### config.mk
export PLATFORM = sky130hd
export DESIGN_NAME = core_seq_ctl
export DESIGN_NICKNAME = d
export VERILOG_FILES = /design/src/rtl/core_seq_ctl.sv
export SDC_FILE = /design/constraint.sdc
export NUM_CORES = 1
export LEC_CHECK = 0
export CELL_PAD_IN_SITES_DETAIL_PLACEMENT = 2
export CELL_PAD_IN_SITES_GLOBAL_PLACEMENT = 2
export CORE_ASPECT_RATIO = 1.4
export CORE_MARGIN = 5
export CORE_UTILIZATION = 31
export CTS_CLUSTER_SIZE = 40
export DETAILED_ROUTE_END_ITERATION = 7
export PLACE_DENSITY_LB_ADDON = 0.1
export SYNTH_ARGS = -nofsm -noshare
export SYNTH_HDL_FRONTEND = slang
export SYNTH_SLANG_ARGS = --single-unit
### constraint.sdc
create_clock -name clk -period 3.1 [get_ports clk]
set_input_delay 0.62 -clock clk [delete_from_list [all_inputs] [get_ports clk]]
set_output_delay 0.62 -clock clk [all_outputs]
set_load 0.02 [all_outputs]
### src/rtl/core_seq_ctl.sv
`default_nettype none
// ============================================================================
//  Module   : core_seq_ctl
//  Purpose  : Multi-cycle control sequencer for the simple core datapath.
//             Steps each instruction through FETCH, DECODE, EXEC, MEM, MULW
//             and WB, drives the ALU control, the register/PC/IR write
//             enables and the memory request handshake, and times the
//             multi-cycle multiplier.
//  Ports    : clk          core clock, rising edge
//             reset        synchronous, active-high reset
//             instId[2:0]  instruction class from decode (sampled in DECODE)
//             funct[2:0]   ALU function field of the current instruction
//             branchTaken  branch condition result, valid in EXEC
//             memAck       memory completes the current request this cycle
//             memReq       memory request
//             memWe        1 = write (store), 0 = read
//             irWe         load instruction register
//             pcWe         update PC
//             pcSel        0 = PC+4, 1 = branch target
//             aluCtl[2:0]  ALU function select
//             regWe        register file write
//             mulStart     one-cycle multiplier start pulse
//             illegal      one-cycle pulse on an undefined class
//  Option   : CORE_SEQ_TRACE_EN adds stateText[47:0] (ASCII state name) and
//             retireCnt[31:0] (completed instruction counter).
//  Revision : 1.0  initial release
// ============================================================================
module core_seq_ctl #(
   parameter int MUL_CYCLES = 4
) (
   input  logic       clk,
   input  logic       reset,
   input  logic [2:0] instId,
   input  logic [2:0] funct,
   input  logic       branchTaken,
   input  logic       memAck,
   output logic       memReq,
   output logic       memWe,
   output logic       irWe,
   output logic       pcWe,
   output logic       pcSel,
   output logic [2:0] aluCtl,
   output logic       regWe,
   output logic       mulStart,
   output logic       illegal
`ifdef CORE_SEQ_TRACE_EN
   ,
   output logic [47:0] stateText,
   output logic [31:0] retireCnt
`endif
);

   typedef enum logic [2:0] {
      S_IDLE   = 3'd0,
      S_FETCH  = 3'd1,
      S_DECODE = 3'd2,
      S_EXEC   = 3'd3,
      S_MEM    = 3'd4,
      S_MULW   = 3'd5,
      S_WB     = 3'd6
   } state_t;

   localparam logic [2:0] CLS_ALUI   = 3'd0;
   localparam logic [2:0] CLS_ALUR   = 3'd1;
   localparam logic [2:0] CLS_SHRO   = 3'd2;
   localparam logic [2:0] CLS_LOAD   = 3'd3;
   localparam logic [2:0] CLS_STORE  = 3'd4;
   localparam logic [2:0] CLS_BRANCH = 3'd5;
   localparam logic [2:0] CLS_MUL    = 3'd6;

   localparam logic [2:0] ALU_ADD = 3'b100;
   localparam logic [2:0] ALU_SUB = 3'b110;

   // Counter runs MUL_CYCLES-1 down to 0, so MULW lasts exactly MUL_CYCLES.
   localparam logic [7:0] MUL_LOAD = 8'(MUL_CYCLES - 1);

   state_t     state;
   logic [2:0] cls;
   logic [7:0] mul_cnt;

   // ------------------------------------------------------------------
   // State sequencing
   // ------------------------------------------------------------------
   always_ff @(posedge clk) begin
      if (reset) begin
         state   <= S_IDLE;
         cls     <= 3'd0;
         mul_cnt <= 8'd0;
      end else begin
         case (state)
            S_IDLE: state <= S_FETCH;
            S_FETCH: begin
               if (memAck) state <= S_DECODE;
            end
            S_DECODE: begin
               cls   <= instId;
               state <= S_EXEC;
            end
            S_EXEC: begin
               case (cls)
                  CLS_ALUI, CLS_ALUR, CLS_SHRO: state <= S_WB;
                  CLS_LOAD, CLS_STORE:          state <= S_MEM;
                  CLS_MUL: begin
                     mul_cnt <= MUL_LOAD;
                     state   <= S_MULW;
                  end
                  // BRANCH and the undefined class both retire here.
                  default: state <= S_FETCH;
               endcase
            end
            S_MULW: begin
               if (mul_cnt != 8'd0) mul_cnt <= mul_cnt - 8'd1;
               else                 state   <= S_WB;
            end
            S_MEM: begin
               if (memAck) state <= (cls == CLS_LOAD) ? S_WB : S_FETCH;
            end
            S_WB:    state <= S_FETCH;
            default: state <= S_IDLE;
         endcase
      end
   end

   // ------------------------------------------------------------------
   // Output decode from registered state and latched class. reset forces
   // every output low in the same cycle so a pending request drops at once.
   // ------------------------------------------------------------------
   always_comb begin
      memReq   = 1'b0;
      memWe    = 1'b0;
      irWe     = 1'b0;
      pcWe     = 1'b0;
      pcSel    = 1'b0;
      aluCtl   = 3'b000;
      regWe    = 1'b0;
      mulStart = 1'b0;
      illegal  = 1'b0;
      if (!reset) begin
         case (state)
            S_FETCH: begin
               memReq = 1'b1;
               irWe   = memAck;
               pcWe   = memAck;
            end
            S_EXEC: begin
               case (cls)
                  CLS_ALUI, CLS_ALUR, CLS_SHRO: aluCtl = funct;
                  CLS_LOAD, CLS_STORE:          aluCtl = ALU_ADD;
                  CLS_BRANCH: begin
                     aluCtl = ALU_SUB;
                     pcWe   = branchTaken;
                     pcSel  = 1'b1;
                  end
                  CLS_MUL: mulStart = 1'b1;
                  default: illegal  = 1'b1;
               endcase
            end
            S_MEM: begin
               memReq = 1'b1;
               memWe  = (cls == CLS_STORE);
               aluCtl = ALU_ADD;
            end
            S_WB:    regWe = 1'b1;
            default: ;
         endcase
      end
   end

`ifdef CORE_SEQ_TRACE_EN
   logic retire;

   // An instruction retires on WB exit, BRANCH/illegal EXEC exit or STORE
   // memory completion.
   always_comb begin
      retire = 1'b0;
      if (!reset) begin
         case (state)
            S_WB:   retire = 1'b1;
            S_EXEC: retire = (cls == CLS_BRANCH) || (cls == 3'd7);
            S_MEM:  retire = memAck && (cls == CLS_STORE);
            default: retire = 1'b0;
         endcase
      end
   end

   always_ff @(posedge clk) begin
      if (reset)       retireCnt <= 32'd0;
      else if (retire) retireCnt <= retireCnt + 32'd1;
   end

   always_comb begin
      case (state)
         S_IDLE:   stateText = "IDLE  ";
         S_FETCH:  stateText = "FETCH ";
         S_DECODE: stateText = "DECODE";
         S_EXEC:   stateText = "EXEC  ";
         S_MEM:    stateText = "MEM   ";
         S_MULW:   stateText = "MULW  ";
         S_WB:     stateText = "WB    ";
         default:  stateText = "??????";
      endcase
   end
`endif

endmodule
`default_nettype wire

==> results of run 1 <==
-- sequential cells by signal (all words and copies together) (netlist names) --
name	cells
mul_cnt	8
cls	3
state	3
-- final timing paths --
path / start / slack [ps] / endpoint
worst min-delay path: mul_cnt[7] / 520 / mul_cnt[7]
worst max-delay path: reset / 160 / aluCtl[0]
worst min register to register: mul_cnt[7] / 520 / mul_cnt[7]
worst max register to register: mul_cnt[0] / 1120 / state[0]
-- synth_stat cells, types with 2 or more instances --
cell / count
o211ai_1: 2
a211oi_1: 2
o2111ai_1: 4
nor3_1: 6
inv_1: 7
ha_1: 2
nand2b_1: 2
o21ai_0: 4
dfxtp_1: 14
nand3_1: 3
o211a_1: 2
clkbuf_1: 7
nand4_1: 2
nand2_1: 11
nor2_1: 16
xor2_1: 3
nor4_1: 2
a2111o_1: 4
nor2b_1: 2
a21oi_1: 8
and4_1: 2
-- layout make-up --
class | instances | area [um2] | share of cell area
Inverter | 7 | 26.3 | 0.0200
Tap cell | 39 | 48.8 | 0.0372
Timing Repair Buffer | 25 | 238 | 0.181
Sequential cell | 14 | 280 | 0.214
Multi-Input combinational cell | 99 | 663 | 0.506
Clock buffer | 4 | 55.1 | 0.0420
-- kinds of logic (layout without fill, tap and decap cells) --
kind of cell,count (synthesis),count (layout),synth area share
simple gates,56,56,0.285
compound gates,36,36,0.298
buf+inv,17,36,0.0726
flops,14,14,0.276
xor+xnor,4,4,0.0344
fa+ha+maj,2,2,0.0246
mux,1,1,0.00984
-- worst max-delay path, stage by stage --
cell	delay, ps
clkdlybuf4s50_1	440
nor3_1	290
nand2_1	120
nor3b_1	210
clkdlybuf4s50_1	630
-- routing by layer --
layer	share of wire	up-vias	wire (um)
li1	-	515	-
met1	0.38	524	1250
met2	0.56	20	1860
met3	0.033	7	108
met4	0.022	0	73
met5	0	-	0
-- report_power, final --
part	internal [mW]	switching, mW
clock network	0.112	0.0643
logic	0.117	0.167
registers	0.203	0.0417
-- through the flow --
stage	hold WS (ps)	std cells	cell area (um2)	power, mW	util
6_report	517	188	1310	0.705	0.416
3_5_place_dp	510	184	1260	0.534	0.398
3_3_place_gp	491	184	1260	0.524	0.398
5_1_grt	540	188	1310	0.764	0.416
4_1_cts	522	188	1310	0.719	0.416
2_1_floorplan	476	130	1020	0.428	-
==> summary.md, run 1 <==
| Metric | Value |
|---|---|
| Detailed router's first-iteration violation count | `24` |
| CP Data Required Time | `2480 ps` |
| DRC | `0` |
| Setup tns final | `0 ps` |
| Ratio of cells with drive above 1 in the final layout | `0.101` |
| DR pass1 iterations | `3` |
| Setup bufs post-CTS | `0` |
| Max VDD drop | `between 0.0003 and 0.0004 V` |
| Initial antenna violation count | `0` |
| DRT antenna net count | `0` |
| Clock slew at reported path FFs | `around 60 ps` |
| Worst rel slew slack | `0.743` |
| Root Driver | `clkbuf_8` |
| WL per Instance | `17.5 um` |
| Register area share after synthesis | `0.276` |
| Grt peak-use layer | `met2` |
| Die area | `4540 um2` |
| Status | `complete, no violations` |
| Share of the synthesized area in the top cell type | `0.276` |
| Syn_area_per_cell | `7.82 um2` |
| EDFF count, synth | `0` |
| Nets | `between 150 and 200` |
| Cell taking the most area after synthesis | `dfxtp_1` |
| GPL Wtd Cong | `0.796` |
| RSZ-0062 raised after global routing | `no` |
| Max-Cap Viols | `0` |
| Filler cells | `between 300 and 400` |
| Cells taking the most area after synthesis | `dfxtp_1 28%, nor2_1 5.9%, a2111o_1 4.4%` |
| Number of synthesized register bits | `14` |
| Area grow syn2layout | `28.9%` |
| Final setup violating endpoints | `0` |
| Mapped Cells | `130` |
| Net Count, Synth | `142` |
| Final-report max-slew violation count | `0` |
| CTS sink count | `14` |
| Clock Latency Late Sink | `240 ps` |
| Largest net degree at the start of global routing | `15` |
| Cell Area, Synth | `1020 um2` |
| CP Max Fanout | `3` |
| Hold Buf Count CTS | `0` |
| H-tree depth | `1` |
| PnR worst setup slack | `156 ps` |
| M2 GR Usage | `0.302` |
| FMAX | `around 340 MHz` |
| R2R cell count | `6` |
| Met1 GRT Util | `0.173` |
| Power density cells | `about 540 nW/um2` |
| Final worst path period share | `0.950` |
| Number of global-route vias before repair | `1,148` |
| Total core area | `3150 um2` |
| Rows | `24` |
| Worst Hold Class | `reg -> reg` |
| Ys async rst share | `0` |
| Die H | `77.8 um` |
| Detailed-route via count | `approximately 1,100` |
| Nature of the critical path endpoint | `primary output` |
| Critical Path Source Type | `input pin` |
| Cts repair resizes | `0` |
| Final Hold Viols | `0` |
| Yosys warning total | `0` |
| Initial Utilization | `0.323` |
| Via density per instance | `between 5 and 6` |
| GR Overflow Total | `0` |
| Global-route wire length before repair | `5730 um` |
| Clock buffer depth | `2` |
| Final worst path period need | `2940 ps` |
| Global Route Usage Sum | `0.161` |
| Hold path cells | `2` |
| CTS tree | `built` |
| Netlist cell types | `46` |
| Met3 usage | `0.0199` |
| Io pins | `21` |
| ANT cells | `0` |
| Commonest non-fill, non-tap cell in the layout | `clkdlybuf4s50_1` |
| Critical path class | `in -> out` |
| Detailed placer's ending HPWL | `2560 um` |
| Die W | `58.4 um` |
| Commonest non-fill, non-tap cells in the layout | `20 x clkdlybuf4s50_1, 16 x nor2_1, 14 x dfxtp_1` |
| Setup slack at placement | `around 140 ps` |
| Final wirelength | `about 3300 um` |
| Dominant synthesized flop cell | `dfxtp_1` |
| PortBufs | `20` |
| Worst-Margin Slew | `384 ps` |
| Fin Clk Skew | `2.14 ps` |
| CTS Buf Count | `3` |
| Leakage | `0.511 nW` |
| WP data arrival | `2320 ps` |
(Power assumes the default switching activity.)
==> run 2, diff against run 1 <==
- CORE_MARGIN: 5 -> unset
==> summary.md, run 2 (same netlist as run 1, synthesis figures left out) <==
| Metric | Value |
|---|---|
| Global Route Usage Sum | `0.196 (+0.0355)` |
| Register with the most flip-flops | `mul_cnt` |
| Detailed router's first-iteration violation count | `10 (-58%)` |
| H-tree depth | `1 (unchanged)` |
| Max-Cap Viols | `0 (unchanged)` |
| Met1 GRT Util | `0.214 (+0.0413)` |
| Hold Buf Count CTS | `0 (unchanged)` |
| Met3 usage | `0.0285 (+0.00858)` |
| Setup bufs post-CTS | `0 (unchanged)` |
| Total core area | `3120 um2 (-0.95%)` |
| DRT antenna net count | `0 (unchanged)` |
| Buf/Inv on CP | `2 (unchanged)` |
| Clock Power Share | `0.220 (-0.031)` |
| Via density per instance | `5.66 (-0.25%)` |
| Kind of cell adding the most delay to the critical path | `buffers and inverters` |
| RSZ-0062 raised after global routing | `no` |
| Detailed placer's ending HPWL | `2440 um (-4.7%)` |
| PortBufs | `20 (unchanged)` |
| Status | `complete, no violations` |
| Crit-path slowest cell | `clkdlybuf4s50_1` |
| R2R cell count | `6 (unchanged)` |
| Logic gate share of total power | `0.424 (+0.021)` |
| CP Cell Sequence | `clkdlybuf4s50_1 > nor3_1 > nand2_1 > nor3b_1 > clkdlybuf4s50_1` |
| Fin Clk Skew | `1.34 ps (-0.801 ps)` |
| Area grow syn2layout | `26.8%` |
| Die H | `69.8 um (-10%)` |
| Switching power share of the total | `0.404 (+0.0164)` |
| Worst-Margin Slew | `387 ps (+2.14 ps)` |
| Final wirelength | `3110 um (-5.2%)` |
| Cts repair resizes | `0 (unchanged)` |
| Clock slew at reported path FFs | `60 ps (about the same)` |
| WP data arrival | `2300 ps (-20 ps)` |
| FMAX | `342 MHz (+0.77%)` |
| Nature of the critical path endpoint | `primary output` |
| CP most frequent cell | `clkdlybuf4s50_1` |
| Max reg flops | `8 (unchanged)` |
| P_sw | `272 uW (-0.25%)` |
| DR pass1 iterations | `4 (+1)` |
| Cell Count Post-Placement | `183 (-0.54%)` |
| Largest net degree at the start of global routing | `16 (+1)` |
| R2r endpoint | `state[0]` |
| Hold Path Sink | `mul_cnt[7]` |
| Ratio of cells with drive above 1 in the final layout | `0.0884 (-0.0122)` |
| R2R Setup Slk | `1170 ps (+50 ps)` |
| Power density cells | `523 nW/um2 (-2.7%)` |
| Leakage | `0.498 nW (-2.5%)` |
| ANT cells | `0 (unchanged)` |
| CTS sink count | `14 (unchanged)` |
| Setup slack at placement | `177 ps (+37.6 ps)` |
| Worst Hold Class | `reg -> reg` |
| Initial Utilization | `0.326 (+0.00310)` |
| Final setup violating endpoints | `0 (unchanged)` |
| Commonest non-fill, non-tap cells in the layout | `20 x clkdlybuf4s50_1, 16 x nor2_1, 14 x dfxtp_1` |
| M2 GR Usage | `0.376 (+0.0743)` |
| Clock buffer depth | `2 (unchanged)` |
| Max VDD drop | `0.000277 V (-13%)` |
| GR Overflow Total | `0 (unchanged)` |
| Grt peak-use layer | `met2` |
| Final worst path period share | `0.942 (-0.00724)` |
| Clock Latency Late Sink | `240 ps (about the same)` |
| Fin cells | `186 (-1.1%)` |
| Die area | `3520 um2 (-23%)` |
| Commonest non-fill, non-tap cell in the layout | `clkdlybuf4s50_1` |
| Reg2reg start | `mul_cnt[0]` |
| HP Start | `mul_cnt[7]` |
| CP peak stage delay | `630 ps (about the same)` |
| CTS tree | `built` |
| Final Hold Viols | `0 (unchanged)` |
| CP Max Fanout | `3 (unchanged)` |
| PnR worst setup slack | `178 ps (+22.5 ps)` |
| Root Driver | `clkbuf_8` |
| Critical path class | `in -> out` |
| Die W | `50.4 um (-14%)` |
| Nets | `161 (-0.62%)` |
| Worst rel slew slack | `0.742 (-0.00143)` |
| Number of global-route vias before repair | `1,128 (-1.7%)` |
| Sequential share of power | `0.356 (+0.009)` |
| Critical Path Source Type | `input pin` |
| WL per Instance | `16.7 um (-4.2%)` |
| Global-route wire length before repair | `5350 um (-6.6%)` |
| Final hold slack | `508 ps (-8.72 ps)` |
| Final worst path period need | `2920 ps (-22.5 ps)` |
| Largest regs | `mul_cnt: 8 flops, cls: 3 flops, state: 3 flops` |
| DRC | `0 (unchanged)` |
| Setup tns final | `0 ps (unchanged)` |
| Initial antenna violation count | `0 (unchanged)` |
| CP Data Required Time | `2480 ps (about the same)` |
| CTS Buf Count | `3 (unchanged)` |
| Internal power | `402 uW (-6.9%)` |
| Final-report max-slew violation count | `0 (unchanged)` |
| Detailed-route via count | `1,052 (-1.3%)` |
| GPL Wtd Cong | `0.857 (+7.6%)` |
| Io pins | `21 (unchanged)` |
| Rows | `24 (unchanged)` |
| Hold path cells | `2 (unchanged)` |
| Core Util, Final | `0.413 (-0.00281)` |
run 2: tightest hold or removal path: cells and delay by family (launching register included):
kind,cells,cell delay (ps)
compound gates,1,100
flops,1,320
simple gates,1,50
run 2: per-layer routing:
metal  wire length [um]  share of wire  vias to the layer above
met5                  0              0                        -
met4                 21         0.0067                        0
met3                 88          0.028                        2
met2               1720           0.55                       19
met1               1290           0.41                      516
li1                   -              -                      515
run 2: per-stage QoR:
stage,cell area [um2],power (mW)
after floorplan,1020,0.428
after global placement,1250,0.522
after detailed placement,1250,0.532
after CTS,1290,0.686
after global routing,1290,0.719
final,1290,0.674
run 2: power by group through the flow:
| stage | Combinational [mW] | Sequential [mW] | Clock (mW) |
|---|---|---|---|
| finish | 0.286 | 0.240 | 0.148 |
| global route | 0.310 | 0.247 | 0.162 |
| CTS | 0.289 | 0.241 | 0.155 |
| detailed placement | 0.287 | 0.245 | 0 |
| global placement | 0.278 | 0.244 | 0 |
| floorplan | 0.215 | 0.212 | 0 |
run 2: worst max path at each step:
| stage | end | from | cells past startpoint | slack (ps) |
|---|---|---|---|---|
| after floorplan | aluCtl[0] | state[0] | 5 | 900 |
| after global placement | aluCtl[0] | reset | 5 | 240 |
| after detailed placement | aluCtl[0] | reset | 5 | 180 |
| after CTS | aluCtl[0] | reset | 5 | 170 |
| after global routing | aluCtl[0] | reset | 5 | 40 |
| final | aluCtl[0] | reset | 5 | 180 |
run 2: cell type report:
type | instances | area [um2]
clock buffer | 3 | 41.3
fill | 368 | 1830
tap | 39 | 48.8
timing repair buffer | 24 | 230
inverter | 7 | 26.3
sequential | 14 | 280
multi-input combinational | 99 | 663
